===== src/rtl/ula_arbiter.sv =====
// Two-requester round-robin arbiter in front of one shared combinational ALU.
// Optional per-requester grant counters are built when ULA_ARB_STATS_EN is defined.
module ula_arbiter #(
  parameter int unsigned W     = 64,
  parameter int unsigned CNT_W = 16
) (
  input  logic             clk,
  input  logic             rst_n,
  input  logic             req0_valid,
  output logic             req0_ready,
  input  logic [W-1:0]     req0_a,
  input  logic [W-1:0]     req0_b,
  input  logic [3:0]       req0_op,
  input  logic             req1_valid,
  output logic             req1_ready,
  input  logic [W-1:0]     req1_a,
  input  logic [W-1:0]     req1_b,
  input  logic [3:0]       req1_op,
  output logic [W-1:0]     ula_a,
  output logic [W-1:0]     ula_b,
  output logic [3:0]       ula_op,
  input  logic [W-1:0]     ula_result,
  input  logic [5:0]       ula_flags,
  output logic             rsp_valid,
  input  logic             rsp_ready,
  output logic             rsp_id,
  output logic [W-1:0]     rsp_result,
`ifdef ULA_ARB_STATS_EN
  output logic [5:0]       rsp_flags,
  output logic [CNT_W-1:0] grant_cnt0,
  output logic [CNT_W-1:0] grant_cnt1
`else
  output logic [5:0]       rsp_flags
`endif
);

  typedef enum logic [1:0] {IDLE, EXEC, RESP} state_t;

  state_t       state;
  logic         rr;
  logic [W-1:0] a_q;
  logic [W-1:0] b_q;
  logic [3:0]   op_q;
  logic         id_q;
  logic         grant0;
  logic         grant1;

  // Pointer only breaks ties; a lone valid requester always wins.
  always_comb begin
    grant0 = 1'b0;
    grant1 = 1'b0;
    if (state == IDLE) begin
      grant0 = req0_valid && (!req1_valid || !rr);
      grant1 = req1_valid && (!req0_valid || rr);
    end
  end

  assign req0_ready = grant0;
  assign req1_ready = grant1;

  // ALU inputs come straight from the operand registers so they stay quiet outside EXEC.
  assign ula_a  = a_q;
  assign ula_b  = b_q;
  assign ula_op = op_q;

  always_ff @(posedge clk) begin
    if (!rst_n) begin
      state      <= IDLE;
      rr         <= 1'b0;
      a_q        <= '0;
      b_q        <= '0;
      op_q       <= '0;
      id_q       <= 1'b0;
      rsp_valid  <= 1'b0;
      rsp_id     <= 1'b0;
      rsp_result <= '0;
      rsp_flags  <= '0;
    end else begin
      case (state)
        IDLE: begin
          if (grant0 || grant1) begin
            a_q   <= grant1 ? req1_a  : req0_a;
            b_q   <= grant1 ? req1_b  : req0_b;
            op_q  <= grant1 ? req1_op : req0_op;
            id_q  <= grant1;
            if (req0_valid && req1_valid)
              rr <= grant0;
            state <= EXEC;
          end
        end
        EXEC: begin
          rsp_result <= ula_result;
          rsp_flags  <= ula_flags;
          rsp_id     <= id_q;
          rsp_valid  <= 1'b1;
          state      <= RESP;
        end
        RESP: begin
          if (rsp_ready) begin
            rsp_valid <= 1'b0;
            state     <= IDLE;
          end
        end
        default: state <= IDLE;
      endcase
    end
  end

`ifdef ULA_ARB_STATS_EN
  always_ff @(posedge clk) begin
    if (!rst_n) begin
      grant_cnt0 <= '0;
      grant_cnt1 <= '0;
    end else begin
      if (grant0 && (grant_cnt0 != '1))
        grant_cnt0 <= grant_cnt0 + CNT_W'(1);
      if (grant1 && (grant_cnt1 != '1))
        grant_cnt1 <= grant_cnt1 + CNT_W'(1);
    end
  end
`endif

endmodule


===== config.mk =====
export PLATFORM = sky130hd
export DESIGN_NAME = ula_arbiter
export DESIGN_NICKNAME = d
export VERILOG_FILES = /design/src/rtl/ula_arbiter.sv
export SDC_FILE = /design/constraint.sdc
export NUM_CORES = 1
export LEC_CHECK = 0
export ABC_AREA = 1
export CAP_MARGIN = 10
export CORE_AREA = 4 4 213 215
export DETAILED_ROUTE_END_ITERATION = 16
export DIE_AREA = 0 0 217 219
export GPL_TIMING_DRIVEN = 0
export HOLD_SLACK_MARGIN = 0.12
export PLACE_DENSITY = 0.52
export SETUP_SLACK_MARGIN = 0.3
export SLEW_MARGIN = 25
export SYNTH_ARGS = -nofsm -noshare
export SYNTH_HDL_FRONTEND = slang
export SYNTH_SLANG_ARGS = --single-unit

===== constraint.sdc =====
create_clock -name clk -period 1.8 [get_ports clk]
set_input_delay 0.18 -clock clk [delete_from_list [all_inputs] [get_ports clk]]
set_output_delay 0.18 -clock clk [all_outputs]
set_load 0.1 [all_outputs]

==> results.md <==
- The run finished, with violations left.
- The final reports fail on negative setup slack.
- The port buffer count is 543.
- Summed over all cells, the static leakage comes to roughly 10 nW.
- The utilization of the core after routing is 0.413.
- The vertical extent of the die is 219 um.
- The final-layout fill cell count is 4,767.
- CTS saw ~210 sinks.
- The number of remaining DRC errors is 0.
- The dominant cell type by count on the critical path is sky130_fd_sc_hd__buf_12.
- The Yosys warning count is 0.
- The final worst clock skew is ~36 ps.
- For this design, the CTS-stage hold fixing added 0 buffers.
- The multi-input combinational cell area is between 4000 and 5000 um2.
- The placed standard-cell area is 17,100 um2.
- The startpoint of the worst register-to-register path is state[0]$_SDFFE_PN0P_.
- The origin of the worst min-delay path is ula_flags[5].
- The number of antenna violations at the first check in global routing came to 5.
- Of the post-synthesis cell area, the dominant cell type holds 0.380.
- The signal on the critical path passes through nor2_4, buf_12, nand3_4, buf_12, buf_12, clkinvlp_4, buf_12.
- The total vias in the final route is 13,100.
- Dividing the detail-routed wire length by the instance count gives 17.0 um.
- The diode insertion count for antenna repair is 0.
- After routing the design area is 18,000 um2.
- CTS built an H-tree with a depth of 1.
- Once detail routing completed, the nets flagged for antenna violations numbered 0.
- The setup path with the least slack is of type reg -> out.
- The share of the Yosys chip area taken by registers is 0.380.
- From synthesis to final layout, the design area changed by 64.7%.
- The maximum clock insertion buffer count is 3.
- The worst setup path startpoint is state[1]$_SDFFE_PN0P_.
- The latest clock arrival within the worst-skew pair is 570 ps.
- The pin count of the biggest net entering global routing is 15.
- Across all hold checks on the routed design, the worst slack comes to between 150 and 200 ps.
- The maximum cell stage delay along the critical path is 340 ps.
- The worst setup path is captured at a primary output.
- Counting every instance in the synthesized netlist gives 1,774.
- The number of pins with negative max-slew slack in the final report is 0.
- When the netlist entered floorplanning its net count stood at 2,113.
- The net total in the final layout is 2,700.
- At the end of routability-driven placement, the weighted congestion stood at 0.863.
- The initial utilization of the core area, before any placement, comes to 0.250.
- The endpoint required time on the critical path is 1620 ps.
- Setup repair after global routing could not meet its margin everywhere.
- The largest voltage drop on the vdd net is a little over 0.8 mV.
- The summed instance area of the synthesized netlist is 11,000 um2.
- The sequential cells in the finished layout cover a total of 4170 um2.
- The family with the most delay on the worst path is buffers and inverters.
- STA classifies the critical path startpoint as a flip-flop.
- The setup slack of the critical path after layout is -200 ps.
- The leftover overflow at the end of global routing is 0.
- Wires add up to about 50,000 um.
- After clock tree synthesis, the clock-pin slew on the worst setup and hold paths is 60 ps.
- The floorplan has slightly below 80 rows.
- Static timing analysis puts the maximum clock frequency at ~0.50 GHz.
- The total count of hold-check failures in the final report is 0.
- For this run, the detailed router's first-pass iteration total came to 5.
- Of the available clock period, the critical path in the final layout requires 1.11.
- The cell at the slowest stage of the critical path is sky130_fd_sc_hd__dfxtp_2.
- Of the cells placed in the final design, the portion with a size suffix greater than 1 is 0.155.
- The number of top-level pins is approximately 550.
- Counting I/O delays and the setup requirement, the final critical path takes 2000 ps.
- The total half-perimeter wirelength after legalization and detailed placement is 38,900 um.
- Synthesis instantiated 19 different standard cells from the library.
- The die outline area is 47,500 um2.
- The number of maximum-capacitance violations is 0.
- In the routed layout, each cell is associated on average with a via count of 4.40.
- The CTS tree is built.
- The first global-routing pass estimated 74,700 um of wire.
- The total global routing track utilization is 0.200.
- In this run the tightest slew margin relative to its limit is 0.354.
- Along the worst path, the maximum fanout reaches 4.
- For the pin with the worst max-slew slack, the measured transition is slightly below 1000 ps.
- After the first detailed-routing iteration, the DRC count stood at 667.
- The number of global-route vias before repair is roughly 13,000.
- Of all cell types, the one taking the most synthesized area is sky130_fd_sc_hd__dfxtp_1.
- The x dimension of the die is 217 um.
- The master cell of the clock root buffer is sky130_fd_sc_hd__clkbuf_16.
- The number of buffers and inverters on the critical path is 5.
- The total negative slack for setup checks is -947 ps.
- Ranked by total cell area, the synthesized netlist is headed by sky130_fd_sc_hd__dfxtp_1 (38%), sky130_fd_sc_hd__inv_1 (14%), sky130_fd_sc_hd__nand2_1 (14%).
- The count of placed standard cells including taps is 2,909.
- The areal power density over the cells is 1170 nW/um2.
- The number of clock buffers added by TritonCTS is 28.
- The number of setup violations in the final report is 29.
- The synthesized area per cell is 6.17 um2.
- The number of standard cells in the layout, taps in and fillers out is 2,975.
- The synthesized design contains 208 register bits.
- Data on the critical path arrives at its endpoint at 1820 ps.
- In this run the worst hold path is classified as in -> reg.
- The total core area is about 44,000 um2.
[through the flow]
stage               power (mW)  setup WS (ps)
floorplan                 12.5            166
global placement          15.5          -1320
detailed placement        15.6          -1340
CTS                       21.3           -260
global route              22.2           -278
finish                    21.2           -200
[worst reg2reg max path, stage by stage, from the launching register on]
cell and delay [ps]:
sky130_fd_sc_hd__dfxtp_2 350, sky130_fd_sc_hd__buf_4 110, sky130_fd_sc_hd__inv_1 50, sky130_fd_sc_hd__nor2_2 450, sky130_fd_sc_hd__inv_2 240, sky130_fd_sc_hd__clkbuf_1 300
sky130_fd_sc_hd__nor2_1 230, sky130_fd_sc_hd__nor2_1 70
[sequential cells by signal (all words and copies together) (netlist names)]
name / flops
ula_a: 64
id_q: 1
ula_b: 64
rsp_valid: 1
rsp_id: 1
rr: 1
state: 2
ula_op: 4
rsp_result: 64
rsp_flags: 6
[kinds of logic after synthesis]
kind of cell | after synthesis | share of synthesized area
and+or+nand+nor | 948 | 0.389
buffers and inverters | 541 | 0.196
DFF | 208 | 0.380
AOI/OAI and AO/OA | 77 | 0.0353
[synthesized netlist by cell type, drive strengths merged]
library cell  instances
a31oi                 1
dfxtp               208
inv                 403
a21oi                 3
nand4               133
nand3               267
nand2               403
o21ai                73
buf                  67
clkbuf               71
nor2                145
[power by group]
group,switching (mW),internal [mW]
clock,2.24,3.40
combinational,7.27,2.68
sequential,0.340,5.25
total,9.84,11.3
[per-layer routing]
metal	up-vias	part of all wire	track usage
li1	6624	-	-
met1	5967	0.41	0.236
met2	418	0.49	0.354
met3	74	0.077	0.0627
met4	8	0.026	0.0496
met5	-	0.0012	0
[timing repair]
item / 4_1_cts / 5_1_grt
pin swaps: 1 / 1
setup endpoints to repair: 414 / 208
gates resized for setup: 1304 / 82
buffers inserted: 10 / 3
cloned: 0 / 1
[layout by cell type (no fill, tap or decap), types with 53 or more instances in the layout]
cell type,n
sky130_fd_sc_hd__dfxtp_1,206
sky130_fd_sc_hd__nor2_1,143
sky130_fd_sc_hd__clkdlybuf4s50_1,337
sky130_fd_sc_hd__nand3_1,261
sky130_fd_sc_hd__clkbuf_1,53
sky130_fd_sc_hd__inv_1,400
sky130_fd_sc_hd__buf_4,230
sky130_fd_sc_hd__nand2_1,399
sky130_fd_sc_hd__o21ai_0,73
sky130_fd_sc_hd__nand4_1,133
[cell type report]
type                            count  area share
Buffer                            138      0.0493
Clock inverter                     11     0.00680
Tap cell                          592      0.0410
Inverter                          403      0.0842
Clock buffer                       41      0.0449
Multi-Input combinational cell   1025       0.260
Sequential cell                   208       0.231
Timing Repair Buffer              557       0.283
[final timing paths]
check	endpoint	slack [ps]	cells after the start
max	req1_ready	-200	7
min	rsp_flags[5]$_SDFFE_PN0P_	190	3
max reg2reg	rsp_result[22]$_SDFFE_PN0P_	-100	7
min reg2reg	id_q$_SDFFE_PN0P_	470	2
Note: power is estimated with default switching activity, not from simulation.
